[src/rtl/ec_serial_harness.sv]
// Serial start/done transaction harness for EC arithmetic cores: receives a framed operand,
// launches the core, returns a framed result with status. Optional watchdog: EC_HARNESS_TIMEOUT_EN.
module ec_serial_harness #(
  parameter int IN_WIDTH       = 286,
  parameter int OUT_WIDTH      = 567,
  parameter int TIMEOUT_CYCLES = 1000000
) (
  input  logic                 clk,
  input  logic                 rst,
  input  logic                 test_i,
  output logic                 test_o,
  output logic [IN_WIDTH-1:0]  core_word_o,
  output logic                 core_start,
  output logic                 core_clr,
  input  logic                 core_done,
  input  logic [OUT_WIDTH-1:0] core_word_i,
  output logic                 busy
);

  localparam int MAXW = (IN_WIDTH > OUT_WIDTH + 2) ? IN_WIDTH : OUT_WIDTH + 2;
  localparam int CW   = $clog2(MAXW + 1);
  localparam logic [CW-1:0] CNT_ZERO = {CW{1'b0}};
  localparam logic [CW-1:0] CNT_ONE  = CW'(1);
  localparam logic [CW-1:0] RX_LAST  = CW'(IN_WIDTH - 1);
  localparam logic [CW-1:0] TX_LAST  = CW'(OUT_WIDTH + 1);

  typedef enum logic [2:0] {
    S_IDLE   = 3'd0,
    S_RX     = 3'd1,
    S_LAUNCH = 3'd2,
    S_WAIT   = 3'd3,
    S_TX     = 3'd4
  } state_t;

  state_t               state_q, state_d;
  logic [CW-1:0]        cnt_q, cnt_d;
  // The final received bit goes straight to core_word_o, so only IN_WIDTH-1 bits are held.
  logic [IN_WIDTH-2:0]  rx_q, rx_d;
  logic [IN_WIDTH-1:0]  word_q, word_d;
  logic [OUT_WIDTH:0]   tx_q, tx_d;
  logic                 test_o_q, test_o_d;
  logic                 start_q, start_d;
  logic                 busy_q, busy_d;
  logic                 timeout_s;

`ifdef EC_HARNESS_TIMEOUT_EN
  localparam int WDW = $clog2(TIMEOUT_CYCLES + 1);
  localparam logic [WDW-1:0] WD_ZERO = {WDW{1'b0}};
  localparam logic [WDW-1:0] WD_ONE  = WDW'(1);
  localparam logic [WDW-1:0] WD_LAST = WDW'(TIMEOUT_CYCLES - 1);

  logic [WDW-1:0] wd_q, wd_d;
  logic           clr_q, clr_d;

  assign timeout_s = (wd_q == WD_LAST);
  assign core_clr  = clr_q;
`else
  assign timeout_s = 1'b0;
  assign core_clr  = 1'b0;
`endif

  // State and datapath registers
  always_ff @(posedge clk or posedge rst) begin
    if (rst) begin
      state_q  <= S_IDLE;
      cnt_q    <= CNT_ZERO;
      rx_q     <= {(IN_WIDTH-1){1'b0}};
      word_q   <= {IN_WIDTH{1'b0}};
      tx_q     <= {(OUT_WIDTH+1){1'b0}};
      test_o_q <= 1'b0;
      start_q  <= 1'b0;
      busy_q   <= 1'b0;
`ifdef EC_HARNESS_TIMEOUT_EN
      wd_q     <= WD_ZERO;
      clr_q    <= 1'b0;
`endif
    end else begin
      state_q  <= state_d;
      cnt_q    <= cnt_d;
      rx_q     <= rx_d;
      word_q   <= word_d;
      tx_q     <= tx_d;
      test_o_q <= test_o_d;
      start_q  <= start_d;
      busy_q   <= busy_d;
`ifdef EC_HARNESS_TIMEOUT_EN
      wd_q     <= wd_d;
      clr_q    <= clr_d;
`endif
    end
  end

  // Next-state logic
  always_comb begin
    state_d = state_q;
    case (state_q)
      S_IDLE:   state_d = test_i ? S_RX : S_IDLE;
      S_RX:     state_d = (cnt_q == RX_LAST) ? S_LAUNCH : S_RX;
      S_LAUNCH: state_d = S_WAIT;
      S_WAIT: begin
        if (core_done || timeout_s) state_d = S_TX;
        else                        state_d = S_WAIT;
      end
      S_TX:     state_d = (cnt_q == TX_LAST) ? S_IDLE : S_TX;
      default:  state_d = S_IDLE;
    endcase
  end

  // Datapath and registered-output next values
  always_comb begin
    cnt_d    = cnt_q;
    rx_d     = rx_q;
    word_d   = word_q;
    tx_d     = tx_q;
    test_o_d = 1'b0;
    start_d  = 1'b0;
    busy_d   = (state_d != S_IDLE);
`ifdef EC_HARNESS_TIMEOUT_EN
    wd_d     = wd_q;
    clr_d    = 1'b0;
`endif
    case (state_q)
      S_IDLE: begin
        cnt_d = CNT_ZERO;
      end
      S_RX: begin
        rx_d = {rx_q[IN_WIDTH-3:0], test_i};
        if (cnt_q == RX_LAST) begin
          word_d  = {rx_q, test_i};
          cnt_d   = CNT_ZERO;
          start_d = 1'b1;
        end else begin
          cnt_d = cnt_q + CNT_ONE;
        end
      end
      S_LAUNCH: begin
`ifdef EC_HARNESS_TIMEOUT_EN
        wd_d = WD_ZERO;
`endif
        cnt_d = CNT_ZERO;
      end
      S_WAIT: begin
        // Done has priority over an expiring watchdog in the same cycle.
        if (core_done) begin
          tx_d     = {1'b1, core_word_i};
          test_o_d = 1'b1;
          cnt_d    = CNT_ZERO;
        end else if (timeout_s) begin
          tx_d     = {(OUT_WIDTH+1){1'b0}};
          test_o_d = 1'b1;
          cnt_d    = CNT_ZERO;
`ifdef EC_HARNESS_TIMEOUT_EN
          clr_d    = 1'b1;
`endif
        end else begin
`ifdef EC_HARNESS_TIMEOUT_EN
          wd_d = wd_q + WD_ONE;
`endif
          cnt_d = CNT_ZERO;
        end
      end
      S_TX: begin
        tx_d = {tx_q[OUT_WIDTH-1:0], 1'b0};
        if (cnt_q == TX_LAST) begin
          test_o_d = 1'b0;
          cnt_d    = CNT_ZERO;
        end else begin
          test_o_d = tx_q[OUT_WIDTH];
          cnt_d    = cnt_q + CNT_ONE;
        end
      end
      default: begin
        cnt_d = CNT_ZERO;
      end
    endcase
  end

  assign test_o      = test_o_q;
  assign core_word_o = word_q;
  assign core_start  = start_q;
  assign busy        = busy_q;

endmodule

[config.mk]
export PLATFORM = sky130hd
export DESIGN_NAME = ec_serial_harness
export DESIGN_NICKNAME = d
export VERILOG_FILES = /design/src/rtl/ec_serial_harness.sv
export SDC_FILE = /design/constraint.sdc
export NUM_CORES = 2
export LEC_CHECK = 0
export ABC_AREA = 1
export BUFFER_PORTS_ARGS = -buffer_cell sky130_fd_sc_hd__buf_4
export CAP_MARGIN = 20
export CELL_PAD_IN_SITES_DETAIL_PLACEMENT = 2
export CELL_PAD_IN_SITES_GLOBAL_PLACEMENT = 2
export CORE_ASPECT_RATIO = 2
export CORE_UTILIZATION = 31
export CTS_BUF_LIST = sky130_fd_sc_hd__clkbuf_16
export CTS_CLUSTER_DIAMETER = 150
export DETAILED_ROUTE_END_ITERATION = 8
export PLACE_DENSITY_LB_ADDON = 0.1
export SLEW_MARGIN = 25
export SYNTH_ARGS = -nofsm -noshare
export SYNTH_HDL_FRONTEND = slang
export SYNTH_SLANG_ARGS = --single-unit
[constraint.sdc]
create_clock -name clk -period 32.7 [get_ports clk]
set_input_delay 1.635 -clock clk [delete_from_list [all_inputs] [get_ports clk]]
set_output_delay 1.635 -clock clk [all_outputs]
set_load 0.05 [all_outputs]
Word-level counts from Yosys, hierarchy flattened
Index checks and enable logic that the tools add are counted.
{ "op_classes": {"eq_ne": 7, "n_addsub": 1, "n_reduce_logical": 5, "mux": 15} }
{ "op_table": {"columns": ["operator", "count"], "rows": [
  ["case mux 568 bit (2 select lines)", 1],
  ["2-to-1 mux 568 bit", 1],
  ["2-to-1 mux 10 bit", 2],
  ["case mux 10 bit (2 select lines)", 1],
  ["case mux 3 bit (5 select lines)", 1],
  ["adder 10 x 1 -> 10 bit, second input constant", 1],
  ["== test 10 bit, second input constant", 1],
  ["== test 10 x 9 -> 1 bit, second input constant", 1],
  ["== test 3 x 2 -> 1 bit, second input constant", 2],
  ["2-to-1 mux 3 bit", 2],
  ["2-to-1 mux 1 bit", 5],
  ["AND reduction 2 bit", 2],
  ["== test 3 x 1 -> 1 bit, second input constant", 1],
  ["== test 3 bit, second input constant", 1],
  ["logical NOT 3 bit", 1],
  ["nonzero test 3 bit", 1],
  ["2-to-1 mux 2 bit", 1],
  ["!= test 2 bit, second input constant", 1],
  ["case mux 1 bit (2 select lines)", 1],
  ["nonzero test 2 bit", 1]
]} }
{ "word_totals": {"regBits": 1155, "out_inout_bits": 290} }

Longest topological paths before layout
{ "depth": {"ltp_word": 4, "ltp_mapped": 10, "depth_no_buf": 9} }

Worst setup path before layout
OpenSTA, ideal clock, no wires.
{ "synth_path": {"path_type": "in2reg", "from": "input port core_done", "to": "register tx_q[28]", "setup_slack_ns": 30.166, "path_stages": 5, "setup_time_ns": 0.134, "path_buffers": 2, "required_time_ns": 32.566, "arrival_time_ns": 2.401, "path_cell_list": "nand3_2 nand2_2 buf_2 clkbuf_1 o21ai_0"} }
{ "synth_via": {"elab_chain_len": 2} }
{ "synth_rtl": {"columns": ["element", "line_no", "text"], "rows": [
  ["from (decl)", "15", "input logic core_done,"],
  ["!= test 2 bit (no source line)", null, null],
  ["AND reduction 2 bit (no source line)", null, null],
  ["to (signal assigned)", "69", "tx_q <= {(OUT_WIDTH+1){1'b0}};"],
  ["to (signal assigned)", "82", "tx_q <= tx_d;"],
  ["to (decl)", "40", "logic [OUT_WIDTH:0] tx_q, tx_d;"]
]} }
Every way passes these cells.
A chain may end at the register's enable or synchronous reset.

==> results.tsv <==
stage	metric	value	unit
timing	max-slew violations	0	
run	maxcap violations	0	
clock_tree	clock root buffer	clkbuf_16	
layout	Final nets	6544	
floorplan	DIE WIDTH	282.1	um
clock_tree	CTS H-tree lvls	3	
logic_synthesis	Seq/Total Area, Yosys	59.43	%
timing	slew margin rel.	29.07	%
layout	Finished Layout Cells	8159	
logic_synthesis	post-synth top area share	59.43	%
logic_synthesis	top cells by area, synth	dfrtp_1 (59%), nand2_1 (9.0%), o211ai_1 (8.7%)	
global_route	grt ovf	0	
setup_path	Critical Path AT	5.63	ns
layout	highest-count cells in the layout ignoring fill and taps	nand2_1 (1,172), dfrtp_1 (1,155), inv_1 (889)	
hold_path	depth of the worst hold-timing path	2	
logic_synthesis	average size of a mapped cell	9.129	um2
timing	hold slack final	0.4778	ns
logic_synthesis	EDFF count, synth	0	
clock_tree	TritonCTS Sinks	1155	
timing	fmax	205.1	MHz
floorplan	Initial Util	31.18	%
layout	number of fill cells	17472	
timing	worst setup margin	27.82	ns
drt	DR DRC count	0	
clock_tree	CTS tree	done	
clock_tree	clock tree buffer depth	3	
clock_tree	Hold-fix buffers, CTS	0	
outcome	status	completed	
drt	ANT nets after route	0	
clock_tree	Clock Latency Late Sink	0.70	ns
drt	drt wl/cell	19.74	um
global_route	GRT Util Overall	19.96	%
clock_tree	Worst-path clk slew	0.06	ns
placed_design	Final GP Congestion	0.7703	
logic_synthesis	Post-synth ARST share	100.0	%
global_route	largest net degree at the start of global routing	246	
logic_synthesis	leading area contributor after synthesis	dfrtp_1	
clock_tree	Post-CTS Setup Repair Bufs	0	
placed_design	Detailed Place HPWL	110.0	mm
setup_path	worst reg2reg path depth	9	
hold_path	worst min path class	reg2reg	
timing	fin crit share	14.91	%
layout	area growth from synthesis to layout	23.29	%
floorplan	Boundary Pins	861	
setup_path	Crit Path Class	in2async	
hold_path	Hold Path End	rx_q[155]	
placed_design	PortBufs	859	
setup_path	CP max FO	164	
logic_synthesis	Main synth FF type	dfrtp_1	
logic_synthesis	synthesized net count	5901	
logic_synthesis	xor/xnor share of the synthesized area	0.07204	%
logic_synthesis	Unique masters post-synth	27	
timing	TNS Setup	0	ns
global_route	number of global-route vias before repair	43280	
pwr	leakage	25.93	nW
timing	Clock Skews	0.02219	ns
pwr	VDD IR max	0.04075	mV
logic_synthesis	mux share of post-synthesis cell area	0	%
setup_path	Required @ worst endpoint	33.46	ns
logic_synthesis	largest family of logic cells by synthesized area	compound AO/OA/AOI/OAI gates	
drt	drt first pass iters	4	
layout	commonest non-fill, non-tap cell in the layout	nand2_1	
drt	via/cell ratio	4.847	
drt	DRT iter0 DRCs	1975	
timing	final hold violation count	0	
setup_path	endpoint class of the critical path	asynchronous set/reset pin	
hold_path	hold path start	rx_q[154]	
logic_synthesis	adder-cell share of the synthesized area	0.07719	%
setup_path	worst r2r dst	tx_q[369]	
logic_synthesis	synthesized flop and latch total	1155	
floorplan	core area	0.1560	mm2
timing	Worst-Margin Slew	1.064	ns
layout	share of layout cells above drive strength 1	17.68	%
logic_synthesis	simple-gate share of the synthesized area	9.455	%
logic_synthesis	Yosys Warn Count	0	
timing	unrepaired setup endpoints after global routing	false	
clock_tree	post-CTS sizing	0	
global_route	antenna violations before repair	48	
global_route	global-route wire length before repair	248.1	mm
logic_synthesis	Mapped Area	0.04863	mm2
setup_path	CP Launch Type	input pin	
logic_synthesis	post-synthesis compound-gate area fraction	20.45	%
placed_design	Place WS	26.34	ns
clock_tree	Num CTS Buffers	114	
floorplan	Chip Height	562.1	um
floorplan	# rows	205	
pwr	PD cells	48.54	mW/mm2
drt	final WL	161.1	mm
timing	Final min period	4.876	ns
floorplan	die area	0.1586	mm2
setup_path	r2r setup slk	28.01	ns
setup_path	R2R Path Start	state_q[1]	
drt	Vias	39545	
logic_synthesis	Post-Synthesis Cells	5327	
timing	# setup viols final	0	
placed_design	Cells after DPL	7920	
stage by stage:
step / util, % / total power [W] / cell area (um2)
after global placement: 36.08 / 0.001648 / 56270
after global routing: 38.43 / 0.003033 / 59940
after CTS: 38.33 / 0.002972 / 59770
final: 38.45 / 0.002910 / 59960
after detailed placement: 36.08 / 0.001653 / 56270
after floorplan: - / 0.001568 / 48630
state kept, by name, summed over array words and instances, names as in the netlist:
register / flops
test_o: 1
busy: 1
tx_q: 568
core_start: 1
state_q: 3
cnt_q: 10
core_word_o: 286
rx_q: 285
layer usage:
layer	global-route usage [%]	up-vias	wire, um
met5	0	-	362
met4	5.319	56	3286
met3	9.274	220	18170
met2	32.42	836	74940
met1	23.48	19867	64300
li1	-	18566	-
worst max-delay path by stage:
stage	startpoint	to	cells after the start
after global placement	rst	tx_q[378]	7
after global routing	rst	tx_q[378]	8
final	rst	tx_q[479]	8
after detailed placement	rst	tx_q[378]	7
after CTS	rst	tx_q[468]	7
after floorplan	rst	busy	1
power by group:
| group | switching, W | leakage (nW) | internal [W] | total, W |
|---|---|---|---|---|
| registers | 0.0000159 | 16.1 | 0.00145 | 0.00147 |
| clock network | 0.000604 | 1.83 | 0.000684 | 0.00129 |
| logic | 0.0000899 | 8.02 | 0.0000622 | 0.000152 |
cells by family (layout without fill, tap and decap cells):
group                      after synthesis  after routing
DFF                                   1155           1155
and+or+nand+nor                       1214           1214
xor gates and xnor gates                 4              4
buffers and inverters                 1246           1987
adders and majority gates                3              3
other                                    1             22
AOI/OAI and AO/OA                     1704           1704
layout make-up:
type	count	area [um2]	area share [%]
clock buffers	115	2878	4.800
flip-flops and latches	1155	28900	48.21
multi-input cells	2926	14650	24.43
well taps	2070	2590	4.320
diodes	21	52.55	0.08765
inverters	869	3273	5.459
clock inverters	99	629.4	1.050
repair buffers	904	6985	11.65
critical path, cell delays in order:
cell and delay (ns):
buf_4 0.12, clkinvlp_4 0.07, buf_12 0.59, buf_4 0.79, buf_4 0.43, buf_16 0.30, buf_12 0.51, buf_6 0.65
Yosys cell counts, types with 2 or more instances:
| cell type | number |
|---|---|
| a21oi_1 | 2 |
| buf_1 | 24 |
| buf_2 | 183 |
| buf_4 | 4 |
| buf_6 | 25 |
| clkbuf_1 | 141 |
| dfrtp_1 | 1155 |
| ha_1 | 3 |
| inv_1 | 866 |
| inv_2 | 3 |
| nand2_1 | 1172 |
| nand2_2 | 2 |
| nand3_1 | 7 |
| nor2_1 | 27 |
| nor2_2 | 2 |
| o211ai_1 | 564 |
| o21ai_0 | 626 |
| o21ai_1 | 510 |
| xor2_1 | 3 |
No activity file was read; power rests on OpenSTA's default activity.
